==> src/rtl/camo_bist_ctrl.sv <==
// BIST controller for the camouflaged core: clears it, applies a counting vector
// sequence, folds {Q1,Q2,Q3} into a 16-bit MISR and compares against a golden value.
module camo_bist_ctrl #(
  parameter int          N_VEC      = 16,
  parameter int          SETTLE     = 2,
  parameter logic [15:0] GOLDEN_SIG = 16'h0000
) (
  input  logic        CLK,
  input  logic        RST,
  input  logic        start,
  output logic [3:0]  vec_o,
  output logic        core_rst,
  input  logic [2:0]  q_i,
  output logic        busy,
  output logic        done,
  output logic        pass,
  output logic [15:0] signature
);

  typedef enum logic [2:0] {
    S_IDLE,
    S_CLR,
    S_APPLY,
    S_CAPTURE,
    S_DONE
  } state_t;

  localparam logic [7:0]  LAST_IDX    = 8'(N_VEC - 1);
  localparam logic [3:0]  SETTLE_LAST = 4'(SETTLE - 1);
  localparam logic [15:0] SIG_SEED    = 16'hFFFF;

  state_t      state_q, state_d;
  logic [7:0]  idx_q, idx_d;
  logic [3:0]  cnt_q, cnt_d;
  logic [15:0] sig_q, sig_d;
  logic        pass_q, pass_d;
  logic [3:0]  vec_q, vec_d;
  logic        core_rst_q, core_rst_d;
  logic        busy_q, busy_d;
  logic        done_q, done_d;
  logic        drive_vec;

  function automatic logic [15:0] misr_fold(input logic [15:0] s, input logic [2:0] q);
    return {s[14:0], 1'b0} ^ (s[15] ? 16'h1021 : 16'h0000) ^ {13'b0, q};
  endfunction

  always_comb begin
    state_d = state_q;
    idx_d   = idx_q;
    cnt_d   = cnt_q;
    sig_d   = sig_q;
    pass_d  = pass_q;
    unique case (state_q)
      S_IDLE: begin
        if (start) begin
          state_d = S_CLR;
          cnt_d   = '0;
          sig_d   = SIG_SEED;
          pass_d  = 1'b0;
        end
      end
      S_CLR: begin
        if (cnt_q == 4'd1) begin
          state_d = S_APPLY;
          cnt_d   = '0;
          idx_d   = '0;
        end else begin
          cnt_d = cnt_q + 4'd1;
        end
      end
      S_APPLY: begin
        if (cnt_q == SETTLE_LAST) begin
          state_d = S_CAPTURE;
          cnt_d   = '0;
        end else begin
          cnt_d = cnt_q + 4'd1;
        end
      end
      S_CAPTURE: begin
        sig_d = misr_fold(sig_q, q_i);
        idx_d = idx_q + 8'd1;
        if (idx_q == LAST_IDX) begin
          state_d = S_DONE;
          pass_d  = (sig_d == GOLDEN_SIG);
        end else begin
          state_d = S_APPLY;
        end
      end
      S_DONE:  state_d = S_IDLE;
      default: state_d = S_IDLE;
    endcase

    // Outputs are decoded from the next state so every port comes straight off a flop.
    drive_vec  = (state_d == S_APPLY) || (state_d == S_CAPTURE);
    vec_d      = drive_vec ? idx_d[3:0] : 4'h0;
    core_rst_d = !drive_vec;
    busy_d     = drive_vec || (state_d == S_CLR);
    done_d     = (state_d == S_DONE);
  end

  always_ff @(posedge CLK) begin
    if (RST) begin
      state_q    <= S_IDLE;
      idx_q      <= '0;
      cnt_q      <= '0;
      sig_q      <= SIG_SEED;
      pass_q     <= 1'b0;
      vec_q      <= 4'h0;
      core_rst_q <= 1'b1;
      busy_q     <= 1'b0;
      done_q     <= 1'b0;
    end else begin
      state_q    <= state_d;
      idx_q      <= idx_d;
      cnt_q      <= cnt_d;
      sig_q      <= sig_d;
      pass_q     <= pass_d;
      vec_q      <= vec_d;
      core_rst_q <= core_rst_d;
      busy_q     <= busy_d;
      done_q     <= done_d;
    end
  end

  assign vec_o     = vec_q;
  assign core_rst  = core_rst_q;
  assign busy      = busy_q;
  assign done      = done_q;
  assign pass      = pass_q;
  assign signature = sig_q;

endmodule

==> config.mk <==
export PLATFORM = sky130hd
export DESIGN_NAME = camo_bist_ctrl
export DESIGN_NICKNAME = d
export VERILOG_FILES = /design/src/rtl/camo_bist_ctrl.sv
export SDC_FILE = /design/constraint.sdc
export NUM_CORES = 1
export LEC_CHECK = 0
export CORE_MARGIN = 8
export CORE_UTILIZATION = 51
export CTS_CLUSTER_DIAMETER = 30
export DETAILED_ROUTE_END_ITERATION = 16
export GPL_TIMING_DRIVEN = 0
export HOLD_SLACK_MARGIN = 0.06
export PLACE_DENSITY = 0.76
export SLEW_MARGIN = 20
export SYNTH_ARGS = -nofsm -noshare
export SYNTH_HDL_FRONTEND = slang
export SYNTH_SLANG_ARGS = --single-unit
==> constraint.sdc <==
create_clock -name CLK -period 2.2 [get_ports CLK]
set_clock_uncertainty 0.1 [all_clocks]
set_input_delay 0.22 -clock CLK [delete_from_list [all_inputs] [get_ports CLK]]
set_output_delay 0.22 -clock CLK [all_outputs]
set_load 0.02 [all_outputs]
=== Word level (Yosys, flattened, before mapping) ===
Index checks and enable logic that the tools add are counted.

* Bits in registers: 39
* Logic and storage cells: 57

* Add/sub/neg operators: 2
* Equality and inequality tests: 12
* Multiplexer cells: 16
* Bitwise gates (word level): 3
* Reduce and logical (&&, ||, !) cells: 14

{| class="wikitable"
|+ Operators with widths
! operator !! number
|-
| 16-bit case mux with 2 select lines || 1
|-
| 16-bit zero test || 1
|-
| 16-bit 2-to-1 mux || 1
|-
| 8-bit case mux with 2 select lines || 1
|-
| 16-bit by 13-bit bitwise XOR with 16-bit output || 1
|-
| 16-bit by 3-bit bitwise XOR with 16-bit output || 1
|-
| 13-bit 2-to-1 mux || 1
|-
| 3-bit by 2-bit == test with 1-bit output, second input constant || 4
|-
| 3-bit 2-to-1 mux || 4
|-
| 3-bit case mux with 4 select lines || 1
|-
| 8-bit by 1-bit adder with 8-bit output, second input constant || 1
|-
| 8-bit by 4-bit == test with 1-bit output, second input constant || 1
|-
| 4-bit 2-to-1 mux || 2
|-
| 8-bit 2-to-1 mux || 1
|-
| 4-bit case mux with 2 select lines || 1
|-
| 3-bit by 1-bit == test with 1-bit output, second input constant || 2
|-
| 2-bit != test, second input constant || 3
|-
| 2-bit AND reduction || 3
|-
| 2-bit nonzero test || 3
|-
| 4-bit by 1-bit adder with 4-bit output, second input constant || 1
|-
| 4-bit by 1-bit == test with 1-bit output, second input constant || 1
|-
| 2-bit OR reduction || 2
|-
| 3-bit == test, second input constant || 1
|-
| 3-bit zero test || 1
|-
| other kinds (6) || 8
|}

=== Depth between registers and ports, before layout ===
* Depth in word-level cells: 7
* Mapped depth: 6
* Gate-level depth less buffers: 5

=== Worst setup path before layout ===
No wires, ideal clock.

* Kind: register to register
* Start: register idx_q[0]
* End: register vec_q[3], in the netlist vec_o[3]
* Library setup time: 0.088 ns
* Arrival time: 1.540 ns
* Required time: 2.012 ns
* Slack: 0.472 ns
* Cell stages (with the launch flop): 7
* Path buffers: 1
* Clock period less this slack: 1.728 ns
* Cells stage by stage: dfxtp_1 > ha_1 > and3_1 > clkbuf_1 > and3_1 > o31a_1 > a311oi_2

* Word-level cells in the longest chain between the ends: 7
* Elaborated cells between the ends (all ways): 10
* Classes of those cells: add/sub: 1; eq/ne: 3; mux: 3; bitwise: 1; reduce/logical: 2

{| class="wikitable"
|+ RTL lines
! what !! line !! source
|-
| start: declaration || 33 || <nowiki>logic [7:0] idx_q, idx_d;</nowiki>
|-
| start signal: assignment || 114 || <nowiki>idx_q <= idx_d;</nowiki>
|-
| 8-bit by 4-bit == test with 1-bit output || 82 || <nowiki>if (idx_q == LAST_IDX) begin</nowiki>
|-
| 3-bit 2-to-1 mux || 82 ||
|-
| 3-bit case mux with 4 select lines || 53 || <nowiki>unique case (state_q)</nowiki>
|-
| 3-bit by 2-bit == test with 1-bit output || 94 || <nowiki>drive_vec = (state_d == S_APPLY) || (state_d == S_CAPTURE);</nowiki>
|-
| 1-bit logical OR || 94 ||
|-
| 1-bit inverter (no line) || - ||
|-
| 2-bit OR reduction (no line) || - ||
|-
| end signal: assignment || 118 || <nowiki>vec_q <= vec_d;</nowiki>
|-
| end: declaration || 37 || <nowiki>logic [3:0] vec_q, vec_d;</nowiki>
|}

Several ways; a longest one is shown, not always the timed one.
A chain may end at the register's enable or synchronous reset.

=== Worst setup path in the final report ===
Same ends and word-level chain as after synthesis.

==> impl_metrics.csv <==
group,metric,value,unit
global_route,pin_count_of_the_biggest_net_entering_global_routing,13,
clocking,ctsLongestPathBuffers,2,
setup_path,last_element_of_the_critical_path,"vec_o[3]",
routing,drt-vias-per-instance,5.73,
setup_path,worst_path_max_delay_cell,"dfxtp_1",
sta,slew_headroom,63.4,%
cells_and_area,finish.net_count,225,
sta,setup_viol,0,
synthesis,post_synth_inst_count,182,
clocking,clk_latency,350,ps
floorplanning,die_height,73.0,microns
setup_path,crit-reg2reg-capture,"vec_o[3]",
clocking,cts.hold.buffers_added,0,
routing,post_drt_wl_per_cell,14.8,microns
synthesis,synth_top_area_share,47.1,%
clocking,cts.root.buffer_cell,"clkbuf_4",
synthesis,synthDominantAreaCellType,"dfxtp_1",
setup_path,cp_common_cell,"and3_1",
floorplanning,initial_utilization,53.9,%
synthesis,syn_nets,189,
setup_path,crit_path_end_kind,"register",
global_route,grt_first_pass_wirelength,6.40,mm
setup_path,rr_startpoint,"idx_q[0]",
clocking,clock_tree_from_tritoncts,"built",
sta,fin_crit_sh,88.6,%
setup_path,cpPeakStageDelay,390,ps
synthesis,synth_ff_type,"dfxtp_1",
setup_path,cp_data_arrival_time,2120,ps
sta,final.setup.tns,0,ps
routing,vias,1507,
synthesis,synth_area_leaders,"dfxtp_1 (47%), o22ai_1 (5.7%), nand2_1 (5.4%), nor2_1 (2.9%), xor2_1 (2.6%)",
floorplanning,io_pins,30,
routing,drcViolationCount,0,
place,gp_congestion,0.863,
cells_and_area,layoutNonFillerInstCount,263,
clocking,postCtsSetupBuffers,0,
power,vdd_drop_max,0.000465,V
sta,unrepaired_setup_endpoints_after_global_routing,"no",
cells_and_area,post_route_cells_drive_above_1_share,9.13,%
synthesis,synth_edf_count,0,
synthesis,post_synth_most_frequent_cells,"dfxtp_1 (39), nand2_1 (24), o22ai_1 (15)",
sta,final.min_clock_period,1950,ps
floorplanning,rows,20,
flow_run,drv_cap,0,
routing,drt_pass1_iterations,4,
power,total_power,1360,uW
synthesis,mappedNetlistArea,0.00166,sq mm
setup_path,critical_path_peak_fanout,6,
synthesis,post-synth-top-count-cell,"dfxtp_1",
setup_path,worst-r2r-setup-slack,250,ps
run_status,status,"complete, no violations",
setup_path,reg2regPathDepth,6,
clocking,numClockSinks,39,
synthesis,ys_async_sr_fraction,0,%
synthesis,synth-seq-area-share,47.1,%
sta,tightest_slew,549,ps
floorplanning,fp.coreArea,0.00308,sq mm
setup_path,kind_of_critical_path,"register to register",
setup_path,worst_setup_path_startpoint,"idx_q[0]",
cells_and_area,insertedDiodeCount,0,
global_route,global_route_usage_over_all_layers,15.3,%
clocking,clkSlewWorstSetupHoldPaths,110,ps
setup_path,start_kind,"register",
sta,finalMaxSlewViolations,0,
synthesis,synth_warnings,0,
place,placement.io_buffers,29,
power,p_leak,0.000699,uW
global_route,grt_antenna_before_repair,0,
place,post-dp-hpwl,2.83,mm
global_route,grt_overflow_total,0,
power,cellPowerDensity,653,mW/mm^2
global_route,first_global_vias,1403,
clocking,cts_max_level,2,
synthesis,ys_seq_elements,39,
floorplanning,fp.dieW,73.0,microns
min_path,hold_crit_path_type,"register to register",
place,placedCellCount,255,
clocking,postCtsResizedCells,0,
sta,maximum_frequency_from_static_timing_analysis,513,MHz
routing,detail_route.iter0.violations,131,
setup_path,crit_required,2370,ps
cells_and_area,synthToLayoutAreaGrowth,26.0,%
synthesis,synth.avg_cell_area,9.11,sq um
setup_path,worstPathCellList,"ha_1 -> and3_1 -> clkbuf_1 -> and3_1 -> o31a_1 -> a311oi_2",
routing,route.final.wire_length,3.88,mm
routing,ant_nets,0,
clocking,tritoncts.num_buffers,5,
synthesis,synth_cell_types,47,
sta,hold_viol_final,0,
floorplanning,floorplan.die_area,0.00533,sq mm
-- per-stage QoR --
stage / setup WS (ps) / utilization, % / instance area [sq um] / hold slack, ps
2_1_floorplan: 472 / - / 1660 / 334
3_3_place_gp: 164 / 65.1 / 2000 / 359
3_5_place_dp: 165 / 65.1 / 2000 / 371
4_1_cts: 265 / 67.9 / 2090 / 386
5_1_grt: 137 / 67.9 / 2090 / 428
6_report: 251 / 67.9 / 2090 / 377
-- area by class of cell --
type | instances | area, sq um
Fill cell | 271 | 988
Multi-Input combinational cell | 128 | 807
Sequential cell | 39 | 781
Timing Repair Buffer | 29 | 290
Buffer | 11 | 55.1
Tap cell | 44 | 55.1
Clock buffer | 6 | 51.3
Clock inverter | 2 | 35.0
Inverter | 4 | 15.0
-- metal layers --
| metal | vias up | track usage [%] | share of wire (%) |
|---|---|---|---|
| li1 | 743 | - | - |
| met1 | 718 | 16.8 | 42 |
| met2 | 38 | 24.5 | 49 |
| met3 | 8 | 6.73 | 7.3 |
| met4 | 0 | 7.33 | 1.7 |
| met5 | - | 0 | 0 |
-- worst max-delay path, delay by kind of cell (launching register included) --
family	cells	cell delay, ps
flip-flops	1	390
adder cells (fa/ha/maj)	1	260
buffers and inverters	1	160
AO/OA/AOI/OAI	2	590
AND/OR/NAND/NOR	2	370
-- worst min path at each step --
stage,startpoint,to,slack (ps),depth (start not counted)
2_1_floorplan,RST,signature[5],330,2
3_3_place_gp,pass,pass,360,2
3_5_place_dp,pass,pass,370,2
4_1_cts,pass,pass,390,2
5_1_grt,pass,pass,430,2
6_report,pass,pass,380,2
-- flip-flops by register name, summed over array words and instances, names as in the netlist, 3 cells and up --
register and cells:
signature 16, idx_q 8, cnt_q 4, vec_o 4
state_q 3
-- cells by family (layout without fill, tap and decap cells) --
logic type	count (synthesis)	count (layout)	share of synthesized area (%)
fa+ha+maj	1	1	0.755
buf+inv	15	52	4.23
simple gates	74	74	23.5
mux	2	2	1.21
xor+xnor	6	6	3.17
compound gates	45	45	20.0
flops	39	39	47.1
-- power by group --
part / total [uW] / leakage, uW / switching [uW] / internal [uW]
clock network: 503 / 0.0000482 / 235 / 269
logic: 137 / 0.000335 / 83.6 / 53.0
registers: 725 / 0.000316 / 8.31 / 716
total: 1360 / 0.000699 / 327 / 1040
-- cells in the final DEF (no fill, tap or decap), drive strengths merged, types with 2 or more instances in the layout --
cell and count:
nand2 25, clkdlybuf4s50 29, nor3 7, or4b 2
clkinv 2, a31oi 4, mux2i 2, nor2 13
nor4 5, a211oi 3, nand4 2, nand3 7
xor2 5, inv 3, o21ai 6, clkbuf 12
nand3b 2, dfxtp 39, o22ai 15, and3 3
a21oi 6, buf 5, or4 2, a2111oi 2
(Power assumes the default switching activity.)
